## src/rtl/mem_port_arbiter_if.sv

```systemverilog
// Signal bundle between the fetch unit, the load/store path, the memory port
// and the arbiter that shares that port between the two requesters.
interface mem_port_arbiter_if;
    // Instruction fetch requester
    logic        if_req;
    logic [31:0] if_addr;
    logic [1:0]  if_size;
    logic        if_gnt;
    logic        if_rvalid;
    logic [31:0] if_rdata;
    logic        if_err;

    // Load/store requester
    logic        ls_req;
    logic        ls_we;
    logic [31:0] ls_addr;
    logic [1:0]  ls_size;
    logic [31:0] ls_wdata;
    logic        ls_gnt;
    logic        ls_rvalid;
    logic [31:0] ls_rdata;
    logic        ls_err;

    // Shared memory port
    logic        mem_req;
    logic        mem_we;
    logic [31:0] mem_addr;
    logic [1:0]  mem_size;
    logic [31:0] mem_wdata;
    logic        mem_ack;
    logic [31:0] mem_rdata;
    logic        mem_err;

    // Arbiter view: serves both requesters and drives the memory port
    modport slave (
        input  if_req, if_addr, if_size,
        output if_gnt, if_rvalid, if_rdata, if_err,
        input  ls_req, ls_we, ls_addr, ls_size, ls_wdata,
        output ls_gnt, ls_rvalid, ls_rdata, ls_err,
        output mem_req, mem_we, mem_addr, mem_size, mem_wdata,
        input  mem_ack, mem_rdata, mem_err
    );

    // Environment view: the requesters plus the memory itself
    modport master (
        output if_req, if_addr, if_size,
        input  if_gnt, if_rvalid, if_rdata, if_err,
        output ls_req, ls_we, ls_addr, ls_size, ls_wdata,
        input  ls_gnt, ls_rvalid, ls_rdata, ls_err,
        input  mem_req, mem_we, mem_addr, mem_size, mem_wdata,
        output mem_ack, mem_rdata, mem_err
    );
endinterface

```

## src/rtl/mem_port_arbiter.sv

```systemverilog
// Shares one 32-bit memory port between instruction fetch and load/store.
// One transaction is outstanding at a time: IDLE grants, BUSY holds the
// registered request on the bus, RESP returns data to the owner for a cycle.
// A streak counter stops load/store from starving fetch, and a BUSY timer
// aborts accesses the memory never acknowledges.
module mem_port_arbiter #(
    parameter int unsigned STREAK_MAX = 4,
    parameter int unsigned TIMEOUT    = 255
) (
    input  logic              clk_i,
    input  logic              rst_ni,
    mem_port_arbiter_if.slave bus,
    output logic              busy_o
);

    typedef enum logic [1:0] {
        IDLE = 2'd0,
        BUSY = 2'd1,
        RESP = 2'd2
    } state_e;

    localparam logic [3:0] STREAK_LIMIT  = 4'(STREAK_MAX);
    localparam logic [8:0] TIMEOUT_LIMIT = 9'(TIMEOUT);

    state_e      state_q, state_d;
    logic        owner_q, owner_d;
    logic        we_q, we_d;
    logic [31:0] addr_q, addr_d;
    logic [1:0]  size_q, size_d;
    logic [31:0] wdata_q, wdata_d;
    logic [7:0]  timer_q, timer_d;
    logic [3:0]  streak_q, streak_d;
    logic [31:0] ifRdata_q, ifRdata_d;
    logic        ifErr_q, ifErr_d;
    logic [31:0] lsRdata_q, lsRdata_d;
    logic        lsErr_q, lsErr_d;

    logic        grantIf, grantLs;
    logic        selWe;
    logic [31:0] selAddr;
    logic [1:0]  selSize;
    logic [31:0] selWdata;
    logic        complete;
    logic [31:0] compRdata;
    logic        compErr;

    // Bytes that carry meaning for a given access size; illegal size keeps none
    function automatic logic [31:0] sizeMask(input logic [1:0] size);
        case (size)
            2'b00:   sizeMask = 32'h0000_00FF;
            2'b01:   sizeMask = 32'h0000_FFFF;
            2'b10:   sizeMask = 32'hFFFF_FFFF;
            default: sizeMask = 32'h0000_0000;
        endcase
    endfunction

    // Arbitration in IDLE: load/store wins ties until its streak hits the limit
    always_comb begin
        grantLs = 1'b0;
        grantIf = 1'b0;
        if (state_q == IDLE) begin
            if (bus.ls_req && (!bus.if_req || (streak_q < STREAK_LIMIT))) begin
                grantLs = 1'b1;
            end else if (bus.if_req) begin
                grantIf = 1'b1;
            end
        end
    end

    // Fields of the winning requester; fetch never writes and loads carry no data
    always_comb begin
        selAddr  = grantLs ? bus.ls_addr : bus.if_addr;
        selSize  = grantLs ? bus.ls_size : bus.if_size;
        selWe    = grantLs & bus.ls_we;
        selWdata = selWe ? (bus.ls_wdata & sizeMask(selSize)) : 32'h0;
    end

    // Next state, transaction latching, completion capture and streak/timer upkeep
    always_comb begin
        state_d   = state_q;
        owner_d   = owner_q;
        we_d      = we_q;
        addr_d    = addr_q;
        size_d    = size_q;
        wdata_d   = wdata_q;
        timer_d   = timer_q;
        streak_d  = streak_q;
        ifRdata_d = ifRdata_q;
        ifErr_d   = ifErr_q;
        lsRdata_d = lsRdata_q;
        lsErr_d   = lsErr_q;
        complete  = 1'b0;
        compRdata = 32'h0;
        compErr   = 1'b0;

        case (state_q)
            IDLE: begin
                if (!bus.if_req) begin
                    streak_d = 4'd0;
                end
                if (grantLs || grantIf) begin
                    owner_d = grantLs;
                    we_d    = selWe;
                    addr_d  = selAddr;
                    size_d  = selSize;
                    wdata_d = selWdata;
                    timer_d = 8'd0;
                    if (grantIf) begin
                        streak_d = 4'd0;
                    end else if (bus.if_req && (streak_q != 4'hF)) begin
                        streak_d = streak_q + 4'd1;
                    end
                    if (selSize == 2'b11) begin
                        state_d  = RESP;
                        complete = 1'b1;
                        compErr  = 1'b1;
                    end else begin
                        state_d = BUSY;
                    end
                end
            end
            BUSY: begin
                if (timer_q != 8'hFF) begin
                    timer_d = timer_q + 8'd1;
                end
                if (bus.mem_ack) begin
                    state_d   = RESP;
                    complete  = 1'b1;
                    compRdata = we_q ? 32'h0 : (bus.mem_rdata & sizeMask(size_q));
                    compErr   = bus.mem_err;
                end else if ((TIMEOUT_LIMIT != 9'd0) &&
                             (({1'b0, timer_q} + 9'd1) == TIMEOUT_LIMIT)) begin
                    state_d  = RESP;
                    complete = 1'b1;
                    compErr  = 1'b1;
                end
            end
            RESP: begin
                state_d = IDLE;
            end
            default: begin
                state_d = IDLE;
            end
        endcase

        if (complete) begin
            if (owner_d) begin
                lsRdata_d = compRdata;
                lsErr_d   = compErr;
            end else begin
                ifRdata_d = compRdata;
                ifErr_d   = compErr;
            end
        end
    end

    // State register; reset drops any transaction in flight without a response
    always_ff @(posedge clk_i or negedge rst_ni) begin
        if (!rst_ni) begin
            state_q   <= IDLE;
            owner_q   <= 1'b0;
            we_q      <= 1'b0;
            addr_q    <= 32'h0;
            size_q    <= 2'b00;
            wdata_q   <= 32'h0;
            timer_q   <= 8'd0;
            streak_q  <= 4'd0;
            ifRdata_q <= 32'h0;
            ifErr_q   <= 1'b0;
            lsRdata_q <= 32'h0;
            lsErr_q   <= 1'b0;
        end else begin
            state_q   <= state_d;
            owner_q   <= owner_d;
            we_q      <= we_d;
            addr_q    <= addr_d;
            size_q    <= size_d;
            wdata_q   <= wdata_d;
            timer_q   <= timer_d;
            streak_q  <= streak_d;
            ifRdata_q <= ifRdata_d;
            ifErr_q   <= ifErr_d;
            lsRdata_q <= lsRdata_d;
            lsErr_q   <= lsErr_d;
        end
    end

    assign bus.if_gnt    = grantIf;
    assign bus.ls_gnt    = grantLs;
    assign bus.if_rvalid = (state_q == RESP) && !owner_q;
    assign bus.ls_rvalid = (state_q == RESP) && owner_q;
    assign bus.if_rdata  = ifRdata_q;
    assign bus.if_err    = ifErr_q;
    assign bus.ls_rdata  = lsRdata_q;
    assign bus.ls_err    = lsErr_q;
    assign bus.mem_req   = (state_q == BUSY);
    assign bus.mem_we    = we_q;
    assign bus.mem_addr  = addr_q;
    assign bus.mem_size  = size_q;
    assign bus.mem_wdata = wdata_q;
    assign busy_o        = (state_q != IDLE);

endmodule

```

## src/flat_wrapper.sv

```systemverilog
// flat-port wrapper written by rule: the top's interface ports become plain ports
module mem_port_arbiter_flat 
#(
    parameter int unsigned STREAK_MAX = 4,
    parameter int unsigned TIMEOUT    = 255
)
  (clk_i, rst_ni, busy_o, bus_if_req, bus_if_addr, bus_if_size, bus_if_gnt, bus_if_rvalid, bus_if_rdata, bus_if_err, bus_ls_req, bus_ls_we, bus_ls_addr, bus_ls_size, bus_ls_wdata, bus_ls_gnt, bus_ls_rvalid, bus_ls_rdata, bus_ls_err, bus_mem_req, bus_mem_we, bus_mem_addr, bus_mem_size, bus_mem_wdata, bus_mem_ack, bus_mem_rdata, bus_mem_err);
  mem_port_arbiter_if bus_i ();
  input  logic clk_i;
  input  logic rst_ni;
  output logic busy_o;
  input wire logic [$bits(bus_i.if_req)-1:0] bus_if_req;
  input wire logic [$bits(bus_i.if_addr)-1:0] bus_if_addr;
  input wire logic [$bits(bus_i.if_size)-1:0] bus_if_size;
  output wire logic [$bits(bus_i.if_gnt)-1:0] bus_if_gnt;
  output wire logic [$bits(bus_i.if_rvalid)-1:0] bus_if_rvalid;
  output wire logic [$bits(bus_i.if_rdata)-1:0] bus_if_rdata;
  output wire logic [$bits(bus_i.if_err)-1:0] bus_if_err;
  input wire logic [$bits(bus_i.ls_req)-1:0] bus_ls_req;
  input wire logic [$bits(bus_i.ls_we)-1:0] bus_ls_we;
  input wire logic [$bits(bus_i.ls_addr)-1:0] bus_ls_addr;
  input wire logic [$bits(bus_i.ls_size)-1:0] bus_ls_size;
  input wire logic [$bits(bus_i.ls_wdata)-1:0] bus_ls_wdata;
  output wire logic [$bits(bus_i.ls_gnt)-1:0] bus_ls_gnt;
  output wire logic [$bits(bus_i.ls_rvalid)-1:0] bus_ls_rvalid;
  output wire logic [$bits(bus_i.ls_rdata)-1:0] bus_ls_rdata;
  output wire logic [$bits(bus_i.ls_err)-1:0] bus_ls_err;
  output wire logic [$bits(bus_i.mem_req)-1:0] bus_mem_req;
  output wire logic [$bits(bus_i.mem_we)-1:0] bus_mem_we;
  output wire logic [$bits(bus_i.mem_addr)-1:0] bus_mem_addr;
  output wire logic [$bits(bus_i.mem_size)-1:0] bus_mem_size;
  output wire logic [$bits(bus_i.mem_wdata)-1:0] bus_mem_wdata;
  input wire logic [$bits(bus_i.mem_ack)-1:0] bus_mem_ack;
  input wire logic [$bits(bus_i.mem_rdata)-1:0] bus_mem_rdata;
  input wire logic [$bits(bus_i.mem_err)-1:0] bus_mem_err;
  assign bus_i.if_req = bus_if_req;
  assign bus_i.if_addr = bus_if_addr;
  assign bus_i.if_size = bus_if_size;
  assign bus_if_gnt = bus_i.if_gnt;
  assign bus_if_rvalid = bus_i.if_rvalid;
  assign bus_if_rdata = bus_i.if_rdata;
  assign bus_if_err = bus_i.if_err;
  assign bus_i.ls_req = bus_ls_req;
  assign bus_i.ls_we = bus_ls_we;
  assign bus_i.ls_addr = bus_ls_addr;
  assign bus_i.ls_size = bus_ls_size;
  assign bus_i.ls_wdata = bus_ls_wdata;
  assign bus_ls_gnt = bus_i.ls_gnt;
  assign bus_ls_rvalid = bus_i.ls_rvalid;
  assign bus_ls_rdata = bus_i.ls_rdata;
  assign bus_ls_err = bus_i.ls_err;
  assign bus_mem_req = bus_i.mem_req;
  assign bus_mem_we = bus_i.mem_we;
  assign bus_mem_addr = bus_i.mem_addr;
  assign bus_mem_size = bus_i.mem_size;
  assign bus_mem_wdata = bus_i.mem_wdata;
  assign bus_i.mem_ack = bus_mem_ack;
  assign bus_i.mem_rdata = bus_mem_rdata;
  assign bus_i.mem_err = bus_mem_err;
  mem_port_arbiter #(.STREAK_MAX(STREAK_MAX), .TIMEOUT(TIMEOUT)) u_core (.clk_i(clk_i), .rst_ni(rst_ni), .bus(bus_i), .busy_o(busy_o));
endmodule
```

## config.mk

```make
export PLATFORM = sky130hd
export DESIGN_NAME = mem_port_arbiter_flat
export DESIGN_NICKNAME = d
export VERILOG_FILES = /design/src/rtl/mem_port_arbiter_if.sv /design/src/rtl/mem_port_arbiter.sv /design/src/flat_wrapper.sv
export SDC_FILE = /design/constraint.sdc
export NUM_CORES = 1
export LEC_CHECK = 0
export CORE_AREA = 2 2 109 164
export DETAILED_ROUTE_END_ITERATION = 7
export DIE_AREA = 0 0 111 166
export PLACE_DENSITY_LB_ADDON = 0.12
export REMOVE_ABC_BUFFERS = 1
export SYNTH_ARGS = -nofsm -noshare
export SYNTH_HDL_FRONTEND = slang
export SYNTH_SLANG_ARGS = --single-unit
```

## constraint.sdc

```tcl
create_clock -name clk_i -period 2.6 [get_ports clk_i]
set_input_delay 0.52 -clock clk_i [delete_from_list [all_inputs] [get_ports clk_i]]
set_output_delay 0.52 -clock clk_i [all_outputs]
set_load 0.05 [all_outputs]
```

# == After elaboration in Yosys (flattened, before gate mapping) ==
# Index checks and enable logic that the tools add are counted.
# op_classes
addsub,3
multipliers,0
div,0
magnitude_cmp,1
eq_ne,13
n_shift,0
mux,36
bitwise,4
reduce_logical,18
# ops
op,count
32-bit 2-to-1 mux,7
32-bit case mux with 3 select lines,2
32-bit AND,2
4-bit 2-to-1 mux,4
8-bit 2-to-1 mux,2
8-bit case mux with 2 select lines,1
1-bit 2-to-1 mux,12
2-bit 2-to-1 mux,5
8-bit by 1-bit adder with 9-bit output (second input constant),1
9-bit by 8-bit equality test with 1-bit output (second input constant),1
8-bit by 1-bit adder with 8-bit output (second input constant),1
2-bit equality test (second input constant),4
8-bit != test (second input constant),1
2-bit AND reduction,4
2-bit by 1-bit equality test with 1-bit output (second input constant),3
2-bit zero test,3
4-bit by 1-bit adder with 4-bit output (second input constant),1
1-bit logical AND,4
4-bit by 3-bit less-than comparator with 1-bit output (second input constant),1
4-bit != test (second input constant),1
1-bit case mux with 2 select lines,2
2-bit case mux with 2 select lines,1
2-bit nonzero test,2
3-bit by 1-bit != test with 1-bit output (second input constant),1
other kinds (7),9
# totals
register_bits,148
latch_bits,0
mem_bits_rw,0
rom_bits,0
inputBits,139
wordCells,87
n_memories,0

# == Longest topological paths before layout ==
# depth
depth_word,11
ltp_mapped,12
mapped_depth_nobuf,10

# == Worst setup path before layout ==
# Ideal clock, no wire load.
# synth_timing
path_type,register to register
start,reg u_core.state_q[0]
end,"reg u_core.ifRdata_q[12], in the netlist u_core.bus.if_rdata[12]"
arrival_ns,2.522
setup_slack_ns,-0.047
path_stages_with_launch,13
cell_sequence,dfrtp_1 -> nor2_2 -> nand3_1 -> buf_4 -> inv_2 -> nand2_1 -> nand2_1 -> ha_1 -> nand3_1 -> a21oi_1 -> a22oi_2 -> buf_4 -> mux2_2
# synth_via
elab_chain_cells,8
elab_cells_between_ends,15
# synth_lines
item,line,source
from (decl),mem_port_arbiter.sv:25,"state_e state_q, state_d;"
from (signal assigned),mem_port_arbiter.sv:173,state_q <= state_d;
2-bit zero test,mem_port_arbiter.sv:61,if (state_q == IDLE) begin
1-bit 2-to-1 mux,mem_port_arbiter.sv:61,
net bus_ls_gnt,flat_wrapper.sv:24,output wire logic [$bits(bus_i.ls_gnt)-1:0] bus_ls_gnt;
2-bit 2-to-1 mux,mem_port_arbiter.sv:73,selSize = grantLs ? bus.ls_size : bus.if_size;
net u_core.selSize[1],mem_port_arbiter.sv:41,logic [1:0] selSize;
2-bit equality test,mem_port_arbiter.sv:113,if (selSize == 2'b11) begin
1-bit 2-to-1 mux,mem_port_arbiter.sv:113,
1-bit 2-to-1 mux,mem_port_arbiter.sv:101,if (grantLs || grantIf) begin
1-bit case mux with 2 select lines,mem_port_arbiter.sv:96,case (state_q)
2-bit AND reduction (no line),--,
to (signal assigned),mem_port_arbiter.sv:181,ifRdata_q <= ifRdata_d;
to (decl),mem_port_arbiter.sv:33,"logic [31:0] ifRdata_q, ifRdata_d;"
# The timed path passes the listed nets, and every way through them passes these cells.
# A chain may end at the register's enable or synchronous reset.

# == Worst setup path in the final report ==
# layout_timing
start,in bus_if_req
end,"reg u_core.ifRdata_q[8], in the netlist u_core.bus.if_rdata[8]"
# layout_via
elab_chain_cells,11
elab_cells_between_ends,18
# layout_lines
item,line,source
from (decl),flat_wrapper.sv:12,input wire logic [$bits(bus_i.if_req)-1:0] bus_if_req;
1-bit zero test,mem_port_arbiter.sv:62,if (bus.ls_req && (!bus.if_req || (streak_q < STREAK_LIMIT))) begin
1-bit logical OR,mem_port_arbiter.sv:62,
1-bit logical AND,mem_port_arbiter.sv:62,
1-bit 2-to-1 mux,mem_port_arbiter.sv:62,
1-bit 2-to-1 mux,mem_port_arbiter.sv:61,
2-bit 2-to-1 mux,mem_port_arbiter.sv:73,
net u_core.selSize[1],mem_port_arbiter.sv:41,
2-bit equality test,mem_port_arbiter.sv:113,
1-bit 2-to-1 mux,mem_port_arbiter.sv:113,
1-bit 2-to-1 mux,mem_port_arbiter.sv:101,
1-bit case mux with 2 select lines,mem_port_arbiter.sv:96,
2-bit AND reduction (no line),--,
# The timed path passes the listed nets, and every way through them passes these cells.

==> flow_metrics.tcl <==
set metrics [dict create \
    grt_max_degree 97 \
    r2r_start "u_core.state_q[1]" \
    worstSkewPairLatency_ps 410 \
    grt_pass1_wl_mm 29.01 \
    grt_antenna_before_repair 0 \
    max_freq_ghz 0.4111 \
    powerDensity_mw_per_mm2 1303 \
    wl_per_cell_um 16.84 \
    crit_cells 14 \
    nets 982 \
    hold_ws_ps 94.73 \
    netlist_instances 537 \
    worst_path_max_delay_cell "clkdlybuf4s50_1" \
    io_buffers 277 \
    cts_buffers 17 \
    drv_cap 0 \
    grt_use_total 0.1979 \
    vias 5114 \
    grt_setup_unrepaired "false" \
    drive_gt1_frac 0.1108 \
    crit_end "u_core.bus.if_rdata[8]" \
    finalCriticalPeriod_ps 2433 \
    clock-sinks 148 \
    hold_buffers 0 \
    pre_cts_slack_ps -317.6 \
    fp.dieH_um 166 \
    avgSynthCellArea_um2 11.80 \
    grt_pass1_vias 5614 \
    path_buf_inv 5 \
    cp.arrival_ps 2730 \
    n_antenna_cell 0 \
    outcome "completed" \
    cts_root_buffer "clkbuf_16" \
    tightest_slew_ps 735.3 \
    clk_pin_slew_ps 60 \
    drt-initial-drc-count 178 \
    place_hpwl_mm 13.63 \
    path_cells "clkdlybuf4s50_1 > o21ai_1 > nand3_2 > buf_4 > inv_2 > nand2_1 > nand2_1 > ha_1 > nand3_1 > a21oi_2 > a22oi_2 > buf_4 > clkbuf_16 > mux2_2" \
    gp_congestion 0.7771 \
    ys_seq_elements 148 \
    start_util 0.3717 \
    overflow 0 \
    end_kind "flip-flop" \
    synth_warnings 0 \
    max_stage_delay_ps 430 \
    fin_ws_ps 167.3 \
    syn_to_final_growth_pct 60.82 \
    synth_cell_types 35 \
    path_class "in2reg" \
    crit_path_start_kind "input port" \
    vias_per_cell 4.820 \
    slew_headroom 0.5098 \
    drc 0 \
    async_reset_ff_frac 1.000 \
    crit_fanout 9 \
    pin_count 278 \
    leakagePower_nw 4.876 \
    clk_path_buf_depth 2 \
    skew_ps 8.731 \
    peakVddDrop_v 0.0006806 \
    ant_nets 0 \
    final_core_util 0.5978 \
    reg2reg_setup_slack_ps 200 \
    synth_edf_count 0 \
    die_area_mm2 0.01843 \
    fillCellCount 1515 \
    hold_class "in2async" \
    hold_violations 0 \
    rows 59 \
    drt_wl_total_mm 17.87 \
    ff2ff_path_depth 13 \
    syn_area_mm2 0.006339 \
    drt_pre_antenna_iters 4 \
    die_w_um 111 \
    cp_top_family "buffers and inverters" \
    core_mm2 0.01705 \
    cts_tree "yes" \
    ys.flop_type "dfrtp_1" \
    fin_area_mm2 0.01019 \
    htree_levels 4 \
    synth-seq-area-share 0.5843 \
    crit-reg2reg-capture "u_core.bus.if_rdata[8]" \
    finalSetupViolCount 0 \
    slew_violations 0 \
    crit_path_start "bus_if_req" \
    period_share 0.9357 \
    crit_required_ps 2890 \
    dpl_cell_area_mm2 0.009554 \
    power.total_mw 13.28 \
]
[how the worst min path moves through the flow]
stage / to
floorplan: u_core.bus.if_err
global placement: u_core.streak_q[1]
detailed placement: u_core.bus.mem_addr[27]
CTS: u_core.bus.ls_rdata[6]
global route: u_core.bus.ls_rdata[6]
finish: u_core.bus.ls_rdata[6]
[synth_stat cells (7+ instances only)]
master / count / area (µm²)
nor2_1: 13 / 48.80
dfrtp_1: 148 / 3704
buf_4: 7 / 52.55
a22o_1: 32 / 280.3
inv_1: 40 / 150.1
and2_1: 16 / 100.1
ha_1: 8 / 100.1
o21ai_0: 45 / 225.2
mux2_1: 14 / 157.7
nand3_1: 8 / 40.04
mux2i_1: 65 / 650.6
nand2_1: 73 / 274.0
mux2_2: 21 / 236.5
clkbuf_1: 12 / 45.04
[layer usage]
| layer | up-vias | share of wire | global-route usage |
|---|---|---|---|
| met5 | - | 0 | 0 |
| li1 | 2429 | - | - |
| met1 | 2451 | 0.39 | 0.2166 |
| met2 | 212 | 0.50 | 0.3452 |
| met4 | 0 | 0.020 | 0.07120 |
| met3 | 22 | 0.091 | 0.07993 |
[registers in the layout (all words and copies together) (netlist names)]
signal and flops:
u_core.streak_q 4, u_core.bus.if_err 1, u_core.timer_q 8, u_core.bus.mem_we 1, u_core.bus.mem_addr 32, u_core.owner_q 1
u_core.bus.ls_err 1, u_core.bus.mem_size 2, u_core.bus.if_rdata 32, u_core.state_q 2, u_core.bus.ls_rdata 32, u_core.bus.mem_wdata 32
[area by class of cell]
type,count,area [µm²],area share
clock buffer,17,425.4,0.04173
clock inverter,15,170.2,0.01669
timing repair buffer,303,3095,0.3037
multi-input combinational,324,2379,0.2333
inverter,41,153.9,0.01510
tap,213,266.5,0.02614
sequential,148,3704,0.3633
[kinds of logic after synthesis]
logic type	after synthesis	share of synthesized area
XOR/XNOR	4	0.005528
multiplexers	100	0.1648
adder cells (fa/ha/maj)	8	0.01579
AO/OA/AOI/OAI	88	0.09633
AND/OR/NAND/NOR	124	0.08962
flip-flops	148	0.5843
buffers and inverters	65	0.04362
[what timing repair did]
item | 4_1_cts | 5_1_grt
pin swaps | 0 | 1
gates resized for setup | 1 | 5
setup buffers | 0 | 1
endpoints found under the setup margin | 1 | 61
gates cloned | 0 | 1
[stage by stage]
| stage | cells | setup TNS (ps) |
|---|---|---|
| 6_report | 1061 | 0 |
| 5_1_grt | 1061 | 0 |
| 4_1_cts | 1059 | 0 |
| 3_5_place_dp | 1027 | -19830 |
| 3_3_place_gp | 1027 | -14780 |
| 2_1_floorplan | 513 | -160110 |
[where the power goes]
| group | switching, mW | internal [mW] |
|---|---|---|
| Combinational | 4.58 | 2.54 |
| Clock | 1.02 | 1.44 |
| Sequential | 0.556 | 3.14 |
[cell usage in the layout, fill, tap and decap left out, types with 2 or more instances in the layout]
cell and n:
nand2_1 72, ha_1 8, o21ai_0 44, buf_4 19, nand3_1 7, inv_6 4
and2_1 16, a21oi_2 2, o31ai_1 2, nor2b_1 2, nor2_1 13, clkinv_2 2
clkinvlp_4 3, inv_1 40, a21oi_1 2, mux2_1 14, buf_12 9, xor2_1 3
a22o_1 32, bufinv_16 2, clkbuf_16 18, mux2_2 21, inv_8 3, and3_1 4
clkdlybuf4s50_1 270, mux2i_1 64, dlymetal6s2s_1 2, nand3b_1 2, dfrtp_1 148
Power figures use the tool's default switching activity.
